--- config.mk ---
export PLATFORM = sky130hd
export DESIGN_NAME = sgd_weight_update
export DESIGN_NICKNAME = d
export VERILOG_FILES = /design/src/rtl/sgd_weight_update_pkg.sv /design/src/rtl/sgd_weight_update_q_mul_round_sat.sv /design/src/rtl/sgd_weight_update.sv
export SDC_FILE = /design/constraint.sdc
export NUM_CORES = 1
export LEC_CHECK = 0
export CORE_UTILIZATION = 30
export CTS_BUF_LIST = sky130_fd_sc_hd__clkbuf_2
export CTS_CLUSTER_DIAMETER = 60
export DETAILED_ROUTE_END_ITERATION = 12
export DONT_BUFFER_PORTS = 1
export SYNTH_ARGS = -nofsm -noshare
export SYNTH_HDL_FRONTEND = slang
export SYNTH_HIERARCHICAL = 1
export SYNTH_SLANG_ARGS = --single-unit
--- constraint.sdc ---
create_clock -name clk -period 9.8 [get_ports clk]
set_input_delay 0.98 -clock clk [delete_from_list [all_inputs] [get_ports clk]]
set_output_delay 0.98 -clock clk [all_outputs]
set_load 0.01 [all_outputs]
--- src/rtl/sgd_weight_update_pkg.sv ---
// Q-format helpers shared by the SGD update block and future arithmetic
// stages: default word layout, range limits, rounding constant and a
// saturate-to-width function usable for any word width up to 63 bits.
package sgd_weight_update_pkg;

  localparam int Q_FIXED_BITS_DEF = 8;
  localparam int Q_FRAC_BITS_DEF  = 8;
  localparam int Q_W_DEF          = Q_FIXED_BITS_DEF + Q_FRAC_BITS_DEF;

  localparam logic signed [Q_W_DEF-1:0] Q_MAX_DEF = 16'sh7FFF;
  localparam logic signed [Q_W_DEF-1:0] Q_MIN_DEF = 16'sh8000;

  // Half an LSB of the result: added before the arithmetic right shift so
  // that the shift rounds half-up instead of truncating toward -inf.
  function automatic logic signed [63:0] q_round_const(input int frac);
    return 64'sd1 <<< (frac - 1);
  endfunction

  // Clamp a sign-extended value into the signed range of a w-bit word.
  // The caller takes the low w bits of the result.
  function automatic logic signed [63:0] q_sat(input logic signed [63:0] x,
                                               input int w);
    logic signed [63:0] hi_s;
    logic signed [63:0] lo_s;
    hi_s = (64'sd1 <<< (w - 1)) - 64'sd1;
    lo_s = -(64'sd1 <<< (w - 1));
    if (x > hi_s) begin
      return hi_s;
    end else if (x < lo_s) begin
      return lo_s;
    end else begin
      return x;
    end
  endfunction

endpackage

--- src/rtl/sgd_weight_update_q_mul_round_sat.sv ---
// Combinational Q-format multiply: y = sat(round(a * b)), with the full
// 2W-bit product rounded half-up at the fractional point and clamped to W
// bits. Shared with the forward-pass MAC, so kept free of any control.
module q_mul_round_sat
  import sgd_weight_update_pkg::*;
#(
  parameter int W    = 16,
  parameter int FRAC = 8
) (
  input  logic signed [W-1:0] a,
  input  logic signed [W-1:0] b,
  output logic signed [W-1:0] y
);

  logic signed [2*W-1:0] p_raw_s;
  logic signed [2*W:0]   p_rnd_s;
  logic signed [2*W:0]   p_sh_s;

  // Full-precision product, half-LSB rounding, shift and saturation.
  // One guard bit on the rounded sum keeps (-2^(W-1))^2 + half from wrapping.
  always_comb begin
    p_raw_s = (2*W)'(a) * (2*W)'(b);
    p_rnd_s = (2*W+1)'(p_raw_s) + (2*W+1)'(q_round_const(FRAC));
    p_sh_s  = p_rnd_s >>> FRAC;
    y       = W'(q_sat(64'(p_sh_s), W));
  end

endmodule

--- src/rtl/sgd_weight_update.sv ---
// One SGD step over a synchronous weight/gradient store: for each index,
// read w and g, compute w - sat(round(lr * g)) with saturation, write the
// new weight back and clear the matching gradient register. Three cycles
// per entry (RD, CALC, WR); every output is driven straight from a flop.
module sgd_weight_update
  import sgd_weight_update_pkg::*;
#(
  parameter int FIXED_BITS      = Q_FIXED_BITS_DEF,
  parameter int FRACTIONAL_BITS = Q_FRAC_BITS_DEF,
  parameter int NUM_WEIGHTS     = 16,
  parameter int ADDR_W          = 4
) (
  input  logic                                         clk,
  input  logic                                         rst_n,
  input  logic                                         start,
  input  logic signed [FIXED_BITS+FRACTIONAL_BITS-1:0] lr,
  output logic                                         busy,
  output logic                                         done,
  output logic                                         rd_en,
  output logic        [ADDR_W-1:0]                     rd_addr,
  input  logic signed [FIXED_BITS+FRACTIONAL_BITS-1:0] weight_rd_data,
  input  logic signed [FIXED_BITS+FRACTIONAL_BITS-1:0] grad_rd_data,
  output logic                                         wr_en,
  output logic        [ADDR_W-1:0]                     wr_addr,
  output logic signed [FIXED_BITS+FRACTIONAL_BITS-1:0] wr_data,
  output logic                                         grad_clear_en,
  output logic        [ADDR_W-1:0]                     grad_clear_addr
);

  localparam int W = FIXED_BITS + FRACTIONAL_BITS;
  localparam logic [ADDR_W-1:0] LAST_IDX = ADDR_W'(NUM_WEIGHTS - 1);
  localparam logic [ADDR_W-1:0] IDX_ONE  = ADDR_W'(1);

  typedef enum logic [2:0] {
    ST_IDLE = 3'd0,
    ST_RD   = 3'd1,
    ST_CALC = 3'd2,
    ST_WR   = 3'd3,
    ST_DONE = 3'd4
  } state_e;

  state_e                state_r, state_next_s;
  logic [ADDR_W-1:0]     idx_r, idx_next_s;
  logic signed [W-1:0]   lr_q_r, lr_next_s;

  logic signed [W-1:0]   prod_s;
  logic signed [W:0]     diff_s;
  logic signed [W-1:0]   upd_s;

  logic                  busy_next_s, done_next_s, rd_en_next_s, wr_en_next_s;
  logic [ADDR_W-1:0]     rd_addr_next_s, wr_addr_next_s;
  logic signed [W-1:0]   wr_data_next_s;

  // p = sat(round(lr_q * g)); the gradient is valid on the bus during CALC.
  q_mul_round_sat #(
    .W    (W),
    .FRAC (FRACTIONAL_BITS)
  ) u_mul (
    .a (lr_q_r),
    .b (grad_rd_data),
    .y (prod_s)
  );

  // New weight: subtract one bit wider than the word, then clamp. The result
  // is captured into wr_data at the CALC->WR edge, so p never needs its own
  // pipeline register.
  always_comb begin
    diff_s = (W+1)'(weight_rd_data) - (W+1)'(prod_s);
    upd_s  = W'(q_sat(64'(diff_s), W));
  end

  // Next state, index and learning-rate latch.
  always_comb begin
    state_next_s = state_r;
    idx_next_s   = idx_r;
    lr_next_s    = lr_q_r;
    case (state_r)
      ST_IDLE: begin
        if (start) begin
          state_next_s = ST_RD;
          idx_next_s   = {ADDR_W{1'b0}};
          lr_next_s    = lr;
        end else begin
          state_next_s = ST_IDLE;
        end
      end
      ST_RD:   state_next_s = ST_CALC;
      ST_CALC: state_next_s = ST_WR;
      ST_WR: begin
        if (idx_r < LAST_IDX) begin
          state_next_s = ST_RD;
          idx_next_s   = idx_r + IDX_ONE;
        end else begin
          state_next_s = ST_DONE;
        end
      end
      ST_DONE: state_next_s = ST_IDLE;
      default: state_next_s = ST_IDLE;
    endcase
  end

  // Output values for the coming cycle, decoded from the next state so the
  // strobes, addresses and data line up with the state they belong to.
  always_comb begin
    busy_next_s    = 1'b0;
    done_next_s    = 1'b0;
    rd_en_next_s   = 1'b0;
    wr_en_next_s   = 1'b0;
    rd_addr_next_s = {ADDR_W{1'b0}};
    wr_addr_next_s = {ADDR_W{1'b0}};
    wr_data_next_s = {W{1'b0}};
    case (state_next_s)
      ST_RD: begin
        busy_next_s    = 1'b1;
        rd_en_next_s   = 1'b1;
        rd_addr_next_s = idx_next_s;
      end
      ST_CALC: begin
        busy_next_s = 1'b1;
      end
      ST_WR: begin
        busy_next_s    = 1'b1;
        wr_en_next_s   = 1'b1;
        wr_addr_next_s = idx_next_s;
        wr_data_next_s = upd_s;
      end
      ST_DONE: begin
        done_next_s = 1'b1;
      end
      default: begin
        busy_next_s = 1'b0;
      end
    endcase
  end

  // Control state: FSM, sweep index and learning rate held for the sweep.
  always_ff @(posedge clk or negedge rst_n) begin
    if (!rst_n) begin
      state_r <= ST_IDLE;
      idx_r   <= {ADDR_W{1'b0}};
      lr_q_r  <= {W{1'b0}};
    end else begin
      state_r <= state_next_s;
      idx_r   <= idx_next_s;
      lr_q_r  <= lr_next_s;
    end
  end

  // Output registers; reset drops every strobe at once, aborting a sweep.
  always_ff @(posedge clk or negedge rst_n) begin
    if (!rst_n) begin
      busy            <= 1'b0;
      done            <= 1'b0;
      rd_en           <= 1'b0;
      rd_addr         <= {ADDR_W{1'b0}};
      wr_en           <= 1'b0;
      wr_addr         <= {ADDR_W{1'b0}};
      wr_data         <= {W{1'b0}};
      grad_clear_en   <= 1'b0;
      grad_clear_addr <= {ADDR_W{1'b0}};
    end else begin
      busy            <= busy_next_s;
      done            <= done_next_s;
      rd_en           <= rd_en_next_s;
      rd_addr         <= rd_addr_next_s;
      wr_en           <= wr_en_next_s;
      wr_addr         <= wr_addr_next_s;
      wr_data         <= wr_data_next_s;
      grad_clear_en   <= wr_en_next_s;
      grad_clear_addr <= wr_addr_next_s;
    end
  end

endmodule

==> reports/metrics.cfg <==
[outcome]
status=completed

[synth]
synth_warnings=6
synth_cells=1466
synthArstFlopShare_pct=100
yosysMostFrequentCell=inv_1
seq_area_frac_synth_pct=9.56
synth_flop_cell=dfrtp_1
syn_area_per_cell_um2=9.10
synth_area_mm2=0.0133
synth_edf_count=0
ys_ff_latch=51
synth_top_area_cell=fa_1
ys_types=75
synth_commonest_cells=inv_1 (361), fa_1 (268), nand2_1 (160)
syn-num-nets=1880
synth.area.top_cells=fa_1 (40%), inv_1 (10%), dfrtp_1 (9.6%), ha_1 (8.9%), and2_1 (5.6%)
netlist.area_leader.share_pct=40.2

[worst_setup_path]
path_common_cell=fa_1
ff2ff_setup_slack_ns=0.56
worstRegToRegCells=31
critical_path_arrival_ns=9.64
worstPathRequired_ns=10.21
r2r_end=wr_data[7]$_DFF_PN0_
cp-end-kind=flop
start_kind=flop
max_stage_delay_ns=0.91
crit_type=reg2reg
cp_max_fo=17
cpMaxStageDelayCell=dfrtp_1
rr_startpoint=lr_q_r[8]$_DFFE_PN0P_

[timing]
rsz0062_at_grt=no
setup_tns_ns=0
tightest_slew_ns=0.795
fmax_mhz=108
clock_skew_ns=0.0349
drv_slew=0
period_share_pct=94.3
finalCriticalPeriod_ns=9.24
slew_headroom_pct=47.0
hold_viol=0
final-setup-viol-count=0

[global_route]
gr-total-overflow=0
antenna_found_initial=2
met3_usage_pct=2.82
use_met2_pct=24.7
grt_max_degree=52
gr-usage-met1_pct=21.4
grt_pass1_wl_um=54800
gr-usage-all-layers_pct=15.4
grt_pass1_vias=10200
top_usage_layer=met2

[floorplanning]
fp.dieArea_mm2=0.0453
initial_core_util_pct=30.7
ios=84
die_h_um=213
core_mm2=0.0435
rows=76
die_w_um=213

[cells_and_area]
drive_gt1_share_pct=4.83
final_nets=1843
final_core_util_pct=32.0
area_growth_pct=4.33
num-fill-cells=4548

[clock_network]
cts_buffer_depth=2
insertion_delay_ns=0.51
clock_sinks=51
cts_hold_buf=0
cts_root_buf=clkbuf_2
clk_pin_slew_ns=0.30
htree_levels=2
cts_tree=yes
cts_buffers=5

[route]
drt_iter0_markers=425
drcViolationCount=0
drtPass1Iterations=5
wl_um=32700
ant_nets=0
via_per_inst=4.67
routedWlPerCell_um=16.2
via_count=9420

[worst_hold_path]
holdCritPathClass=in2async

[placement]
place.gp.congestion=0.877
dp_hpwl_um=27200
numPortBuffers=0

[flow_run]
drv_cap=0

-- routing by layer --
layer / up-vias / wire [um]
li1: 4361 / -
met1: 4792 / 14800
met2: 226 / 15500
met3: 39 / 1840
met4: 2 / 565
met5: - / 10
-- cell type report --
| class | instances | area, um^2 | share of cell area [%] |
|---|---|---|---|
| flip-flops and latches | 51 | 1280 | 9.18 |
| clock buffers | 5 | 25.0 | 0.180 |
| diodes | 1 | 2.50 | 0.0180 |
| clock inverters | 2 | 8.76 | 0.0629 |
| inverters | 361 | 1360 | 9.73 |
| well taps | 585 | 732 | 5.26 |
| repair buffers | 11 | 82.6 | 0.593 |
| multi-input cells | 999 | 10400 | 75.0 |
-- layout by cell type, fill, tap and decap left out, types with 5 or more instances in the layout --
cell,Yosys,final
a21oi_1,44,44
dfrtp_1,51,50
ha_1,95,95
and2_1,119,119
nor2_1,44,43
xor2_1,13,13
o21ai_1,9,9
nor3_1,8,8
nand4_1,7,7
a21o_2,5,5
xnor2_1,31,31
clkbuf_2,0,5
nand2b_1,8,8
inv_1,361,361
fa_1,268,268
a21oi_2,7,7
a21o_1,34,34
o211ai_1,5,5
mux2_2,16,16
o21bai_1,8,8
buf_4,6,11
o21ai_0,15,15
nand3_1,17,17
nand2_1,160,160
and3_1,9,9
a211oi_1,6,6
-- sequential cells by signal, summed over array words and instances, names as in the netlist --
signal / flops
rd_en: 1
idx_r: 4
busy: 1
lr_q_r: 16
wr_data: 16
grad_clear_addr: 4
grad_clear_en: 1
state_r: 3
rd_addr: 4
done: 1
-- through the flow --
| step | area, um^2 | hold WS, ns | std cells | setup slack [ns] |
|---|---|---|---|---|
| 2_1_floorplan | 13300 | 0.476 | 1466 | 0.583 |
| 3_3_place_gp | 13900 | 0.523 | 2007 | 0.214 |
| 3_5_place_dp | 13900 | 0.532 | 2007 | 0.0161 |
| 4_1_cts | 13900 | 0.0499 | 2014 | 0.254 |
| 5_1_grt | 13900 | 0.0475 | 2015 | 0.0599 |
| 6_report | 13900 | 0.0976 | 2015 | 0.563 |
-- how the worst max path moves through the flow --
stage	start	end	slack, ns	cells past startpoint
floorplan	grad_rd_data[1]	wr_data[10]$_DFF_PN0_	0.58	35
global placement	grad_rd_data[15]	wr_data[3]$_DFF_PN0_	0.21	29
detailed placement	grad_rd_data[15]	wr_data[3]$_DFF_PN0_	0.02	29
CTS	lr_q_r[15]$_DFFE_PN0P_	wr_data[7]$_DFF_PN0_	0.25	31
global route	lr_q_r[4]$_DFFE_PN0P_	wr_data[13]$_DFF_PN0_	0.06	31
finish	lr_q_r[8]$_DFFE_PN0P_	wr_data[7]$_DFF_PN0_	0.56	31
-- repair_timing --
| action | 4_1_cts | 5_1_grt |
|---|---|---|
| buffers inserted | 0 | 0 |
| endpoints found under the setup margin | 0 | 12 |
| resized for setup | 0 | 2 |
-- critical path: cells and delay by family (launching register included) --
| kind | cells | cell delay, ns |
|---|---|---|
| DFF | 1 | 0.91 |
| adders and majority gates | 8 | 3.93 |
| AOI/OAI and AO/OA | 13 | 3.11 |
| and+or+nand+nor | 4 | 0.54 |
| buffers and inverters | 6 | 0.64 |
-- cell families (layout without fill, tap and decap cells) --
kind of cell	after synthesis	after routing	synth area share (%)
buffers and inverters	416	379	12.3
and+or+nand+nor	395	395	15.0
adders and majority gates	363	363	49.1
AOI/OAI and AO/OA	180	180	9.75
DFF	51	51	9.56
xor gates and xnor gates	44	44	2.89
muxes	17	17	1.43
other	0	1	0
Power is not shown: default switching activity piles up to over one toggle a cycle in this logic, so the estimate is an artifact.
